### config.mk
export PLATFORM = sky130hd
export DESIGN_NAME = vec_lane_collector
export DESIGN_NICKNAME = d
export VERILOG_FILES = /design/src/rtl/vec_lane_collector.sv
export SDC_FILE = /design/constraint.sdc
export NUM_CORES = 1
export LEC_CHECK = 0
export CORE_AREA = 2 2 169 171
export CTS_CLUSTER_SIZE = 20
export DETAILED_ROUTE_END_ITERATION = 6
export DIE_AREA = 0 0 171 173
export GPL_TIMING_DRIVEN = 0
export MAX_ROUTING_LAYER = met4
export PLACE_DENSITY = 0.76
export SLEW_MARGIN = 20
export SYNTH_ARGS = -nofsm -noshare
export SYNTH_HDL_FRONTEND = slang
export SYNTH_SLANG_ARGS = --single-unit
### constraint.sdc
create_clock -name clk -period 3.7 [get_ports clk]
set_input_delay 0.555 -clock clk [delete_from_list [all_inputs] [get_ports clk]]
set_output_delay 0.555 -clock clk [all_outputs]
set_load 0.005 [all_outputs]
### src/rtl/vec_lane_collector.sv
// Issue-and-gather controller for the 4-lane vector ALU array: runs the active
// lanes, assembles their 64-bit result chunks into a VLEN-bit image, then hands it off.
module vec_lane_collector #(
   parameter int unsigned VLEN    = 128,
   parameter int unsigned TIMEOUT = 1024
) (
   input  logic            clk,
   input  logic            resetn,
   input  logic [1:0]      nb_lanes,
   input  logic            start,
   output logic            run0,
   output logic            run1,
   output logic            run2,
   output logic            run3,
   input  logic [63:0]     vd0,
   input  logic [63:0]     vd1,
   input  logic [63:0]     vd2,
   input  logic [63:0]     vd3,
   input  logic [9:0]      regi0,
   input  logic [9:0]      regi1,
   input  logic [9:0]      regi2,
   input  logic [9:0]      regi3,
   input  logic            done0,
   input  logic            done1,
   input  logic            done2,
   input  logic            done3,
   output logic            busy,
   output logic [VLEN-1:0] result,
   output logic            result_valid,
   input  logic            result_ready,
   output logic [1:0]      err
);

   localparam int unsigned NCHUNK = VLEN / 64;

   typedef enum logic [1:0] {IDLE, RUN, RESP} state_t;

   state_t            state_q, state_d;
   logic [1:0]        nb_q, nb_d;
   logic [NCHUNK-1:0] mask_q, mask_d;
   logic [NCHUNK-1:0] hit;
   logic [VLEN-1:0]   result_q, result_d;
   logic [1:0]        err_q, err_d;
   logic [15:0]       cnt_q, cnt_d;
   logic              any_done;

   logic [63:0] vd_a   [4];
   logic [9:0]  regi_a [4];
   logic [3:0]  done_v;
   logic [3:0]  run_v;

   assign vd_a[0]   = vd0;
   assign vd_a[1]   = vd1;
   assign vd_a[2]   = vd2;
   assign vd_a[3]   = vd3;
   assign regi_a[0] = regi0;
   assign regi_a[1] = regi1;
   assign regi_a[2] = regi2;
   assign regi_a[3] = regi3;
   assign done_v    = {done3, done2, done1, done0};

   always_comb begin
      state_d  = state_q;
      nb_d     = nb_q;
      mask_d   = mask_q;
      result_d = result_q;
      err_d    = err_q;
      cnt_d    = cnt_q;
      hit      = '0;
      any_done = 1'b0;
      case (state_q)
         IDLE: begin
            if (start) begin
               nb_d     = nb_lanes;
               mask_d   = '0;
               result_d = '0;
               err_d    = '0;
               cnt_d    = '0;
               state_d  = RUN;
            end
         end
         RUN: begin
            // Lanes are visited in ascending order so that on a same-cycle
            // collision the lowest-numbered lane claims the chunk first.
            for (int k = 0; k < 4; k++) begin
               if (done_v[k] && (2'(k) <= nb_q)) begin
                  any_done = 1'b1;
                  if ((regi_a[k][5:0] != 6'd0) || (32'(regi_a[k]) >= VLEN)) begin
                     err_d[0] = 1'b1;
                  end else begin
                     for (int c = 0; c < int'(NCHUNK); c++) begin
                        if (regi_a[k][9:6] == 4'(c)) begin
                           if (hit[c]) begin
                              err_d[0] = 1'b1;
                           end else begin
                              result_d[c*64 +: 64] = vd_a[k];
                              if (mask_q[c]) err_d[0] = 1'b1;
                              mask_d[c] = 1'b1;
                              hit[c]    = 1'b1;
                           end
                        end
                     end
                  end
               end
            end
            cnt_d = any_done ? 16'd0 : cnt_q + 16'd1;
            if (&mask_d) begin
               state_d = RESP;
            end else if (!any_done && (cnt_d == 16'(TIMEOUT - 1))) begin
               err_d[1] = 1'b1;
               state_d  = RESP;
            end
         end
         RESP: begin
            if (result_ready) state_d = IDLE;
         end
         default: state_d = IDLE;
      endcase
   end

   always_comb begin
      for (int k = 0; k < 4; k++) begin
         run_v[k] = (state_q == RUN) && (2'(k) <= nb_q);
      end
   end

   always_ff @(posedge clk or negedge resetn) begin
      if (!resetn) begin
         state_q  <= IDLE;
         nb_q     <= '0;
         mask_q   <= '0;
         result_q <= '0;
         err_q    <= '0;
         cnt_q    <= '0;
      end else begin
         state_q  <= state_d;
         nb_q     <= nb_d;
         mask_q   <= mask_d;
         result_q <= result_d;
         err_q    <= err_d;
         cnt_q    <= cnt_d;
      end
   end

   assign run0         = run_v[0];
   assign run1         = run_v[1];
   assign run2         = run_v[2];
   assign run3         = run_v[3];
   assign busy         = (state_q != IDLE);
   assign result_valid = (state_q == RESP);
   assign result       = result_q;
   assign err          = err_q;

endmodule
; Word level (Yosys, flattened, before mapping)
; Index checks and enable logic that the tools add are counted.
[classes]
n_lt_le_gt_ge = 8
addsub = 1
reduce_logical = 30
n_eq_ne = 12
mux = 111
[op_table]
columns = op, count
row1 = $mux W128, 9
row2 = $mux W64, 14
row3 = $pmux W128 S2, 1
row4 = $mux W1, 58
row5 = $mux W2, 23
row6 = $ge A10 B8 Y1 const B, 4
row7 = $mux W16, 2
row8 = $pmux W16 S2, 1
row9 = $reduce_bool A6 Y1, 4
row10 = $add A16 B1 Y16 const B, 1
row11 = $eq A16 B10 Y1 const B, 1
row12 = $eq A4 B1 Y1 const B, 4
row13 = $logic_not A4 Y1, 4
row14 = $logic_and A1 B1 Y1, 9
row15 = $pmux W2 S2, 2
row16 = $ne A2 B2 Y1 const B, 3
row17 = $pmux W2 S3, 1
row18 = $reduce_and A2 Y1, 3
row19 = $le A1 B2 Y1 const A, 2
row20 = $le A2 B2 Y1 const A, 2
row21 = $logic_or A1 B1 Y1, 4
row22 = $reduce_and A4 Y1, 1
row23 = $reduce_bool A2 Y1, 2
row24 = $ne A3 B3 Y1 const B, 1
row25 = 6 further kinds, 6
[totals]
output_inout_bits = 136
inputBits = 306
regBits = 152
word_cells = 169

; Logic depth before layout (Yosys ltp)
[logic_depth]
ltp_word = 32
ltp_mapped = 9
mapped_depth_nobuf = 7

; Worst setup path after synthesis
; OpenSTA, ideal clock, no wires.
[synth_path]
kind = input to register
from = input port regi3[1]
to = register result_q[10], in the netlist result[10]
slack_ns = 1.496
n_path_buf = 2
setup_time_ns = 0.121
required_ns = 3.579
arrival_ns = 2.083
stages = 8
cell_sequence = nor4_2 -> nand3_1 -> or3_1 -> or2_1 -> buf_6 -> buf_6 -> o221ai_2 -> o21ai_1
[synth_between]
elab_chain_len = 5
elab_cells_between_ends = 6
cone_classes = order compare: 1 / mux: 3 / reduce/logical: 2
[synth_lines]
columns = item, line
row1 = start: declaration, 22  ; input logic [9:0] regi3,
row2 = $ge A10 B8 Y1 or $reduce_bool A6 Y1 (tied branches), 88  ; if ((regi_a[k][5:0] != 6'd0) || (32'(regi_a[k]) >= VLEN)) begin
row3 = $logic_or A1 B1 Y1 (*), 88
row4 = $mux W128 (*), 88
row5 = $mux W128 (*), 86  ; if (done_v[k] && (2'(k) <= nb_q)) begin
row6 = $pmux W128 S2 (*), 71  ; case (state_q)
row7 = end signal: assignment, 139  ; result_q <= result_d;
row8 = end: declaration, 42  ; logic [VLEN-1:0] result_q, result_d;
; Every way passes the cells marked *; elsewhere a longest branch is shown, timed or not.
; A chain may end at the register's enable or synchronous reset.

; Worst setup path after layout
[layout_path]
from = register state_q[1]
to = output port run3
[layout_between]
elab_chain_len = 2
[layout_lines]
columns = item, line
row1 = start: declaration, 38  ; state_t state_q, state_d;
row2 = start signal: assignment, 136  ; state_q <= state_d;
row3 = $eq A2 B1 Y1, 123  ; run_v[k] = (state_q == RUN) && (2'(k) <= nb_q);
row4 = $logic_and A1 B1 Y1, 123
row5 = end: declaration, 14  ; output logic run3,
; No other way between the ends.

==> metrics <==
Max VDD drop=206 uV; Syn-to-layout area delta=49.3%; CP startpoint kind=register; top cell type's share of synthesized area=33.7%; CTS max path bufs=2; Worst slew margin=30.8%; Crit-path slowest cell=clkbuf_1; hold-fix buffers at CTS=0; initial antenna violation count=2; Vias=13944; FP Rows=61; Clock power frac=39.3%; 1st-iter DRT viols=1735; hold slack=0.0302 ns; commonest non-fill, non-tap cell in the layout=clkdlybuf4s50_1; Netlist Area Pre-Place=0.0113 mm2; largest fanout on the critical path=11; Starting Density=40.8%; DRC=0; leakage=7.10 nW; predominant post-synthesis flop cell=dfrtp_1; sequential fraction of the synthesis area=33.7%; Tcrit/Tclk final=92.0%; post-layout util=61.0%; synth top area cells=dfrtp_1 34%, nor2_1 11%, o221ai_2 8.0%; Final Skew=0.0172 ns; die area=0.0296 mm2; final setup vio count=0; logic gate share of total power=24.4%; Critical Path, Cell by Cell=nand2b_1, clkbuf_2, clkinvlp_4, clkbuf_1, and3_1, clkdlybuf4s50_1; Port-buffer cells=441; number of max-cap violations=0; gr ovfl total=0; cell internal pwr=0.00357 W; Final Slew Violations=0; NetSw=0.00146 W; Hold Crit Class=input pin to async pin; number of global-route vias before repair=13477; CP required=3.14 ns; Reg power frac=36.3%; Post-Syn Instances=1370; syn nets=1677; critical path type=register to output port; Ports=442; Final GP Congestion=0.964; Final min period=3.40 ns; CTS root buf=clkbuf_16; number of flops mapped to enable cells by yosys=0; CTS tree=done; Max Clk Rate=294 MHz; commonest non-fill, non-tap cells in the layout=440 x clkdlybuf4s50_1, 337 x nor2_1, 152 x dfrtp_1, 85 x nand2_1, 83 x clkbuf_1; Worst Path Arrival=2.85 ns; H-Tree Depth=4; total CTS buffers=17; Final ANT Viol Nets=0; WL per Instance=23.6 um; post-DP HPWL=38200 um; status=finished clean; largest net degree at the start of global routing=92; Synth Warn #=0; Synth area leader=dfrtp_1; Die Wd=171 um; met1 wire length=20200 um; CP peak stage delay=0.53 ns; Vias per Instance=6.27; CP endpoint kind=output port; P per Cell Area=299 mW/mm2; DR pass1 iterations=6; post-synthesis register bit count=152; CP bufs+invs=4; FF-to-FF Start=nb_q[1]; gr usage total=35.2%; first-pass GRT wire length=78400 um; WL final=52500 um; Avg Inst Size Synth=8.24 um2; Slew @ Worst Pin=1.04 ns; Synth cell types=58; Worst Setup SP=state_q[1]; switching share of power=29.1%; DR WL met3=5490 um; RSZ-0062 raised after global routing=false; Hold Vio Cnt, Final=0; top cell family by delay on the critical path=buffers and inverters; clk_lat worst skew=0.44 ns; CTS clock-pin slew for the worst setup and hold paths=0.08 ns; Async SR Flop Fraction=100%; nets=2137; WL met2=24200 um; highest routed layer=met4; core area=0.0276 mm2; layout cells sized above 1=10.6%; clock sink total=152; die outline height=173 um
-- worst register-to-register path, cell delays in order (launching register included) --
cell	delay, ns
dfrtp_1	0.45
and2_1	0.23
nand4_1	0.17
clkbuf_1	0.80
clkbuf_1	0.56
o22ai_1	0.23
a221oi_2	0.28
a21o_1	0.11
-- path summary, 6_finish.rpt --
check | end | slack (ns) | cells after the start
setup / recovery | run3 | 0.30 | 6
min in group clk | err[1] | 0.49 | 2
hold / removal | result[117] | 0.03 | 1
setup reg to reg | result[94] | 0.82 | 7
hold reg to reg | err[1] | 0.49 | 2
max in group asynchronous | cnt_q[10] | 2.75 | 2
-- cells in the mapped netlist (2+ instances only) --
master / instances
o22ai_1: 65
o41ai_1: 2
nor3_1: 68
nand3_1: 17
o221ai_1: 69
nand2b_1: 2
dfrtp_1: 152
o21a_1: 2
and4_1: 6
a211oi_1: 2
nor4_2: 3
nor4_1: 7
xnor2_1: 4
o31ai_1: 4
xor2_1: 3
o21ai_0: 33
and2_1: 6
a21oi_1: 4
clkbuf_1: 84
a221oi_1: 5
and3_1: 6
or3_1: 2
buf_1: 12
a21o_1: 65
a31oi_1: 2
nor2_1: 337
mux2_2: 2
buf_2: 9
o21ai_1: 60
nor4b_1: 3
nor3b_1: 3
nand4_1: 13
a21boi_0: 2
nor2b_1: 3
o221ai_2: 60
o211ai_1: 2
buf_6: 20
nand2_1: 85
inv_1: 69
a221oi_2: 59
-- cell families (layout without fill, tap and decap cells) --
group	after synthesis	count (layout)	synth area share [%]
mux	2	2	0.200
fa+ha+maj	1	1	0.111
simple gates	568	568	21.9
buf+inv	195	668	7.95
flops	152	152	33.7
xor+xnor	7	7	0.543
other cells	0	2	0
compound gates	445	445	35.6
-- final cells by class --
class	count	area, um2
multi-input cells	1023	6580
clock buffers	20	447
inverters	69	263
well taps	378	473
fillers	2429	10800
plain buffers	125	637
repair buffers	442	4450
flip-flops and latches	152	3800
diodes	2	5.00
clock inverters	12	190
-- power by group through the flow --
stage	sequential [W]	combinational, W	clock, W
3_5_place_dp	0.00185	0.00121	0
2_1_floorplan	0.00184	0.000454	0
4_1_cts	0.00182	0.00121	0.00198
6_report	0.00183	0.00123	0.00198
3_3_place_gp	0.00185	0.00119	0
5_1_grt	0.00183	0.00131	0.00205
-- per-layer routing --
layer | global-route usage (%) | up-vias
li1 | - | 6019
met1 | 43.8 | 6642
met2 | 54.8 | 1090
met3 | 6.75 | 193
met4 | 17.1 | 0
met5 | - | -
-- sequential cells by signal, indices dropped and copies added (netlist names) --
signal	count
result	128
cnt_q	16
state_q	2
nb_q	2
err	2
mask_q	2
-- stage by stage --
stage | instances | setup TNS, ns | area [um2] | worst slack (ns) | power (W)
2_1_floorplan | 1370 | 0 | 11300 | 1.50 | 0.00229
3_3_place_gp | 2189 | -720.34 | 16200 | -4.75 | 0.00304
3_5_place_dp | 2190 | 0 | 16200 | 0.275 | 0.00306
4_1_cts | 2221 | 0 | 16800 | 0.0293 | 0.00501
5_1_grt | 2223 | 0 | 16800 | 0.236 | 0.00519
6_report | 2223 | 0 | 16800 | 0.295 | 0.00504
-- repair_timing --
action	CTS	global route
endpoints found under the setup margin	4	3
hold endpoints to repair	0	0
setup buffers	0	0
pin swaps	0	0
resized for setup	1	3
(Power assumes the default switching activity.)
